File: src/rtl/led_pattern_gen.sv
// led_pattern_gen: NUM_LED independent LED channels, each OFF, ON, BLINK or
// BREATHE, reconfigured at runtime through a valid/ready write port. Every
// channel has its own period counter. The BREATHE channels share a single
// free-running PWM counter.
module led_pattern_gen #(
   parameter int          NUM_LED         = 4,
   parameter int          CNT_W           = 32,
   parameter int unsigned DEF_HALF_PERIOD = 50000000,
   parameter int          PWM_W           = 8,
   localparam int         CH_W            = (NUM_LED > 1) ? $clog2(NUM_LED) : 1
) (
   input  logic               blink_clk,
   input  logic               sys_rst_n,
   input  logic               cfg_valid,
   output logic               cfg_ready,
   input  logic [CH_W-1:0]    cfg_ch,
   input  logic [1:0]         cfg_mode,
   input  logic [CNT_W-1:0]   cfg_half_period,
   output logic               cfg_err,
   output logic [NUM_LED-1:0] led_out
);

   typedef enum logic [1:0] {
      MODE_OFF     = 2'd0,
      MODE_ON      = 2'd1,
      MODE_BLINK   = 2'd2,
      MODE_BREATHE = 2'd3
   } mode_e;

   localparam logic [PWM_W-1:0] DUTY_MAX = '1;

   mode_e              mode_q [NUM_LED];
   mode_e              mode_d [NUM_LED];
   logic [CNT_W-1:0]   half_q [NUM_LED];
   logic [CNT_W-1:0]   half_d [NUM_LED];
   logic [CNT_W-1:0]   cnt_q  [NUM_LED];
   logic [CNT_W-1:0]   cnt_d  [NUM_LED];
   logic [PWM_W-1:0]   duty_q [NUM_LED];
   logic [PWM_W-1:0]   duty_d [NUM_LED];
   logic [NUM_LED-1:0] tog_q, tog_d;
   logic [NUM_LED-1:0] dir_q, dir_d;
   logic [NUM_LED-1:0] led_q, led_d;
   logic [PWM_W-1:0]   pwm_cnt_q, pwm_cnt_d;
   logic               cfg_ready_q, cfg_ready_d;
   logic               cfg_err_q, cfg_err_d;

   logic               accept;
   logic               ch_ok;
   logic [CNT_W-1:0]   half_load;

   assign accept    = cfg_valid && cfg_ready_q;
   assign ch_ok     = (32'(cfg_ch) < NUM_LED);
   // A zero half-period would stall the counter on its terminal value, so it is loaded as 1.
   assign half_load = (cfg_half_period == '0) ? CNT_W'(1) : cfg_half_period;

   // Handshake and shared PWM counter next state.
   always_comb begin
      pwm_cnt_d   = pwm_cnt_q + 1'b1;
      // Ready drops for exactly one cycle after each accept.
      cfg_ready_d = !accept;
      cfg_err_d   = accept && !ch_ok;
   end

   // Per-channel next state: a write to the channel overrides its terminal event.
   always_comb begin
      // NOTE: every target gets a default first, so no path can infer a latch.
      tog_d = tog_q;
      dir_d = dir_q;
      for (int i = 0; i < NUM_LED; i++) begin
         mode_d[i] = mode_q[i];
         half_d[i] = half_q[i];
         cnt_d[i]  = cnt_q[i];
         duty_d[i] = duty_q[i];
         if (accept && ch_ok && (cfg_ch == CH_W'(i))) begin
            mode_d[i] = mode_e'(cfg_mode);
            half_d[i] = half_load;
            cnt_d[i]  = '0;
            tog_d[i]  = 1'b0;
            duty_d[i] = '0;
            dir_d[i]  = 1'b0;
         end else if (cnt_q[i] == half_q[i]) begin
            cnt_d[i] = '0;
            case (mode_q[i])
               MODE_BLINK: tog_d[i] = ~tog_q[i];
               MODE_BREATHE: begin
                  if (!dir_q[i]) begin
                     duty_d[i] = duty_q[i] + 1'b1;
                     if (duty_q[i] == DUTY_MAX - 1'b1) dir_d[i] = 1'b1;
                  end else begin
                     duty_d[i] = duty_q[i] - 1'b1;
                     if (duty_q[i] == PWM_W'(1)) dir_d[i] = 1'b0;
                  end
               end
               default: ;
            endcase
         end else begin
            cnt_d[i] = cnt_q[i] + 1'b1;
         end
      end
   end

   // LED drive decode from the current channel state; it is registered below.
   always_comb begin
      led_d = '0;
      for (int i = 0; i < NUM_LED; i++) begin
         case (mode_q[i])
            MODE_OFF:     led_d[i] = 1'b0;
            MODE_ON:      led_d[i] = 1'b1;
            MODE_BLINK:   led_d[i] = tog_q[i];
            MODE_BREATHE: led_d[i] = (pwm_cnt_q < duty_q[i]);
            default:      led_d[i] = 1'b0;
         endcase
      end
   end

   // State registers. Every channel comes out of reset blinking at the default rate.
   always_ff @(posedge blink_clk or negedge sys_rst_n) begin
      if (!sys_rst_n) begin
         // NOTE: the channel arrays are plain flops, not RAM, so they are reset element by element.
         for (int i = 0; i < NUM_LED; i++) begin
            mode_q[i] <= MODE_BLINK;
            half_q[i] <= CNT_W'(DEF_HALF_PERIOD);
            cnt_q[i]  <= '0;
            duty_q[i] <= '0;
         end
         tog_q       <= '0;
         dir_q       <= '0;
         led_q       <= '0;
         pwm_cnt_q   <= '0;
         cfg_ready_q <= 1'b1;
         cfg_err_q   <= 1'b0;
      end else begin
         // NOTE: non-blocking assignments, so every register samples values from before the edge.
         for (int i = 0; i < NUM_LED; i++) begin
            mode_q[i] <= mode_d[i];
            half_q[i] <= half_d[i];
            cnt_q[i]  <= cnt_d[i];
            duty_q[i] <= duty_d[i];
         end
         tog_q       <= tog_d;
         dir_q       <= dir_d;
         led_q       <= led_d;
         pwm_cnt_q   <= pwm_cnt_d;
         cfg_ready_q <= cfg_ready_d;
         cfg_err_q   <= cfg_err_d;
      end
   end

   assign cfg_ready = cfg_ready_q;
   assign cfg_err   = cfg_err_q;
   assign led_out   = led_q;

endmodule
File: config.mk
export PLATFORM = sky130hd
export DESIGN_NAME = led_pattern_gen
export DESIGN_NICKNAME = d
export VERILOG_FILES = /design/src/rtl/led_pattern_gen.sv
export SDC_FILE = /design/constraint.sdc
export NUM_CORES = 1
export LEC_CHECK = 0
export BUFFER_PORTS_ARGS = -buffer_cell sky130_fd_sc_hd__buf_2
export CORE_MARGIN = 10
export CORE_UTILIZATION = 45
export DETAILED_ROUTE_END_ITERATION = 10
export PLACE_DENSITY = 0.63
export SLEW_MARGIN = 5
export SYNTH_ARGS = -nofsm -noshare
export SYNTH_HDL_FRONTEND = slang
export SYNTH_SLANG_ARGS = --single-unit
export TNS_END_PERCENT = 100
File: constraint.sdc
create_clock -name blink_clk -period 2.5 [get_ports blink_clk]
set_input_delay 0.625 -clock blink_clk [delete_from_list [all_inputs] [get_ports blink_clk]]
set_output_delay 0.625 -clock blink_clk [all_outputs]
set_load 0.02 [all_outputs]
=== Word level (Yosys, flattened, before mapping) ===
Index checks and enable logic that the tools add are counted.

* Flip-flop bits (word level): 317
* Bits of input ports: 39
* Logic and storage cells: 172

* Add/subtract/negate cells: 13
* Order comparisons: 4
* Equality and inequality tests: 27
* Multiplexer cells: 65
* Bitwise gates (word level): 4
* Reduce and logical (&&, ||, !) cells: 32

{| class="wikitable"
|+ Operators with widths
! cell !! number
|-
| 32-bit two-way mux || 9
|-
| 32-bit by 1-bit adder with 32-bit output (second input constant) || 4
|-
| 32-bit equality test || 4
|-
| 8-bit two-way mux || 16
|-
| 8-bit by 1-bit adder with 8-bit output (second input constant) || 5
|-
| 1-bit two-way mux || 36
|-
| 8-bit by 1-bit equality test with 1-bit output (second input constant) || 4
|-
| 8-bit equality test (second input constant) || 4
|-
| 32-bit logical NOT || 1
|-
| 8-bit less-than comparator || 4
|-
| 8-bit by 1-bit subtractor with 8-bit output (second input constant) || 4
|-
| 2-bit nonzero test || 12
|-
| 2-bit equality test (second input constant) || 10
|-
| 1-bit case mux with 4 select lines || 4
|-
| 2-bit AND reduction || 8
|-
| 2-bit by 1-bit equality test with 1-bit output (second input constant) || 5
|-
| 2-bit logical NOT || 5
|-
| 1-bit logical AND || 5
|-
| 1-bit inverter || 4
|-
| 1-bit logical NOT || 1
|}

=== Depth between registers and ports, before layout ===
* Depth in word-level cells: 6
* Mapped depth: 10
* Mapped depth without buffers: 8

=== Worst setup path after synthesis ===
Ideal clock, no wire load.

* Kind: reg-to-reg
* From: reg half_q[117] (netlist name)
* To: reg dir_q[0]
* Library setup time: 122 ps
* Data arrival time: 1872 ps
* Data required time: 2378 ps
* Setup slack: 507 ps
* Cell stages (with the launch flop): 8
* Path buffers: 1
* Period minus slack after synthesis: 1993 ps
* Cells stage by stage: dfstp_2 -> xnor2_1 -> nand4_1 -> nor4_1 -> and2_1 -> buf_4 -> nand4_1 -> a32o_1

* Word-level cells in the longest chain between the ends: 3

{| class="wikitable"
|+ RTL lines
! element !! RTL line !! text
|-
| start, declared || 34 || <nowiki>logic [CNT_W-1:0] half_q [NUM_LED];</nowiki>
|-
| start signal, assigned by index || 122 || <nowiki>half_q[i] <= CNT_W'(DEF_HALF_PERIOD);</nowiki>
|-
| start signal, assigned by index || 136 || <nowiki>half_q[i] <= half_d[i];</nowiki>
|-
| 32-bit equality test || 81 || <nowiki>end else if (cnt_q[i] == half_q[i]) begin</nowiki>
|-
| 2-bit nonzero test (no line) || -- ||
|-
| 2-bit AND reduction (no line) || -- ||
|-
| end signal, assigned || 141 || <nowiki>dir_q <= dir_d;</nowiki>
|-
| end, declared || 41 || <nowiki>logic [NUM_LED-1:0] dir_q, dir_d;</nowiki>
|}

No other way between the ends.
A chain may end at the register's enable or synchronous reset.

=== Final worst setup path ===
* From: reg cnt_q[67] (netlist name)
* To: reg duty_q[17] (netlist name)

* Word-level cells in the longest chain between the ends: 3

{| class="wikitable"
|+ RTL lines
! element !! RTL line !! text
|-
| start, declared || 36 || <nowiki>logic [CNT_W-1:0] cnt_q [NUM_LED];</nowiki>
|-
| start signal, assigned by index || 137 || <nowiki>cnt_q[i] <= cnt_d[i];</nowiki>
|-
| 32-bit equality test || 81 ||
|-
| 2-bit nonzero test (no line) || -- ||
|-
| 2-bit AND reduction (no line) || -- ||
|-
| end signal, assigned by index || 138 || <nowiki>duty_q[i] <= duty_d[i];</nowiki>
|-
| end, declared || 38 || <nowiki>logic [PWM_W-1:0] duty_q [NUM_LED];</nowiki>
|}

No other way between the ends.

==> flow_metrics.env <==
export IMPL_status="completed"
export IMPL_syn_inst=1808
export IMPL_initial_utilization_pct=45.4
export IMPL_die_w_um=212
export IMPL_power_leakage_nw=8.93
export IMPL_finalSetupViolCount=0
export IMPL_drc=0
export IMPL_synth_async_reset_ratio_pct=100
export IMPL_grt_pass1_wl_um=71000
export IMPL_instances_no_fill=2371
export IMPL_fmax_mhz=431
export IMPL_fin_util_pct=51.8
export IMPL_ios=45
export IMPL_fin_hold_ws_ps=13.0
export IMPL_dr_pass1_iters=6
export IMPL_ys_types=55
export IMPL_drt_iter0_markers=1025
export IMPL_rsz0062_at_grt="false"
export IMPL_h_tree_depth=2
export IMPL_core_um2=36400
export IMPL_hold_viol=0
export IMPL_seqCellArea_um2=8000
export IMPL_vdd_drop_max_v=0.000519
export IMPL_critPathMaxFanout=7
export IMPL_clk_path_buf_depth=3
export IMPL_cp_start_kind="flip-flop"
export IMPL_portBuffers=43
export IMPL_synth_warnings=0
export IMPL_fin_area_um2=18900
export IMPL_cts_made_buffers=37
export IMPL_areaGrowthSynthToFinish_pct=14.0
export IMPL_synth_seq_area_share_pct=48.4
export IMPL_clk_pin_slew_worst_paths_ps=60
export IMPL_postSynthAreaPerCell_um2=9.15
export IMPL_setup_tns_final_ps=0
export IMPL_synth_seq_cells=317
export IMPL_cts_sinks=317
export IMPL_via_count=12658
export IMPL_synthTopCellsByArea="dfrtp_1 (40%), nand2_1 (11%), dfstp_2 (8.4%)"
export IMPL_cts_tree="done"
export IMPL_slew_violations=0
export IMPL_p_total_mw=14.1
export IMPL_finalWirelength_um=43500
export IMPL_power_density_nw_per_um2=748
export IMPL_first_global_vias=12832
export IMPL_dpl_instance_area_um2=17600
export IMPL_grt_usage_pct=19.9
export IMPL_tightest_slew_ps=760
export IMPL_path_class="reg2reg"
export IMPL_fp_dieH_um=212
export IMPL_cp_arrival_ps=2720
export IMPL_dp_cells=2299
export IMPL_synthFlopType="dfrtp_1"
export IMPL_nets=1963
export IMPL_slew_headroom_pct=48.8
export IMPL_grt_ovfl_total=0
export IMPL_syn_num_nets=1896
export IMPL_root_buffer="clkbuf_16"
export IMPL_crit_path_end_kind="flip-flop"
export IMPL_viasPerCell=5.34
export IMPL_ant_nets=0
export IMPL_wl_per_cell_um=18.4
export IMPL_multi_input_area_um2=8070
export IMPL_row_count=70
export IMPL_hpwl_um=30400
export IMPL_required_ps=2900
export IMPL_gp_congestion=0.881
export IMPL_dp_slack_ps=35.1
export IMPL_clk_insertion_delay_late_ps=530
export IMPL_antenna_found_initial=0
export IMPL_dieArea_um2=44800
export IMPL_yosys_area_top_type="dfrtp_1"
export IMPL_synth_most_common_cell="nand2_1"
export IMPL_synth_common_cells="nand2_1 (487), dfrtp_1 (264), nor2_1 (190), xor2_1 (135), xnor2_1 (133)"
export IMPL_post_route_min_period_ps=2320
export IMPL_grt_max_degree=73
export IMPL_fillers=3361
export IMPL_diodes=0
export IMPL_postCtsHoldBufs=0
export IMPL_layout_setup_ws_ps=181
export IMPL_synth_edf_count=0
export IMPL_synth_top_cell_area_share_pct=39.9
export IMPL_drv_cap=0
export IMPL_synth_area_um2=16500
export IMPL_fin_crit_sh_pct=92.8
export IMPL_finClkSkew_ps=23.2
export IMPL_drive_gt1_share_pct=12.3
export IMPL_min_path_type="in2async"
[layout make-up]
class	instances	area share, %
clock inverters	14	1.21
well taps	468	3.10
inverters	53	1.05
flip-flops and latches	317	42.4
clock buffers	53	5.49
repair buffers	90	3.93
multi-input cells	1376	42.8
[layer usage]
layer | global-route usage [%] | wire (um) | vias to the layer above
met5 | 0 | 0 | -
met4 | 5.23 | 973 | 0
met3 | 3.45 | 2330 | 58
met1 | 27.0 | 19700 | 6224
li1 | - | - | 6081
met2 | 32.3 | 20500 | 295
[cells by family (layout without fill, tap and decap cells)]
group | Yosys count | in the layout | synth area share [%]
AND/OR/NAND/NOR | 949 | 949 | 26.2
XOR/XNOR | 268 | 268 | 14.2
multiplexers | 10 | 10 | 0.605
adder cells (fa/ha/maj) | 49 | 49 | 3.71
flip-flops | 317 | 317 | 48.4
other | 1 | 1 | 0.0227
buffers and inverters | 115 | 210 | 3.02
AO/OA/AOI/OAI | 99 | 99 | 3.88
[worst max-delay path, stage by stage (launching register included)]
cell,delay (ps)
dfrtp_1,430
xor2_1,190
nor4_1,450
nand4_2,390
nor3_4,290
buf_4,190
mux2i_1,180
nor2_1,50
[report_power, final]
| group | switching, mW | internal, mW |
|---|---|---|
| combinational | 1.12 | 0.825 |
| clock | 2.18 | 3.51 |
| sequential | 0.612 | 5.88 |
| total | 3.90 | 10.2 |
[flip-flops by register name (all words and copies together) (netlist names)]
register	cells
cnt_q	128
half_q	128
duty_q	32
mode_q	8
pwm_cnt_q	8
dir_q	4
led_out	4
tog_q	4
cfg_ready	1
[final timing paths]
kind	startpoint	to	slack, ps	cells past startpoint
max in group asynchronous	sys_rst_n	half_q[85]	1720	2
worst min-delay path	sys_rst_n	duty_q[27]	10	1
worst max register to register	cnt_q[67]	duty_q[17]	180	7
worst min register to register	half_q[39]	half_q[39]	460	2
worst max-delay path	cnt_q[67]	duty_q[17]	180	7
min in group blink_clk	cfg_valid	cfg_ready	360	2
[cell usage in the layout (no fill, tap or decap), types with 4 or more instances in the layout]
cell and count:
inv_1 53, nand4_1 54, buf_4 34, nor3_1 20
mux2i_1 10, nand2_1 487, clkbuf_16 37, clkbuf_1 11
and3_1 26, or3_1 10, dfstp_2 53, o21ai_0 24
and4_1 9, nor2_1 188, nor4_2 9, a21o_1 14
xor2_1 135, buf_2 42, bufinv_16 6, a211oi_1 6
xnor2_1 133, ha_1 49, nor4b_1 4, a31o_2 4
and2_1 15, clkinv_2 6, dfrtp_1 264, nand3_1 66
nand2b_1 9, nor4_1 29, o22ai_1 7, buf_12 13
a21oi_1 24, clkbuf_8 5
[timing repair]
action	in CTS	in global routing
gates resized for setup	0	1
setup endpoints to repair	1	19
pin swaps	1	3
setup buffers	0	5
No activity file was read; power rests on OpenSTA's default activity.
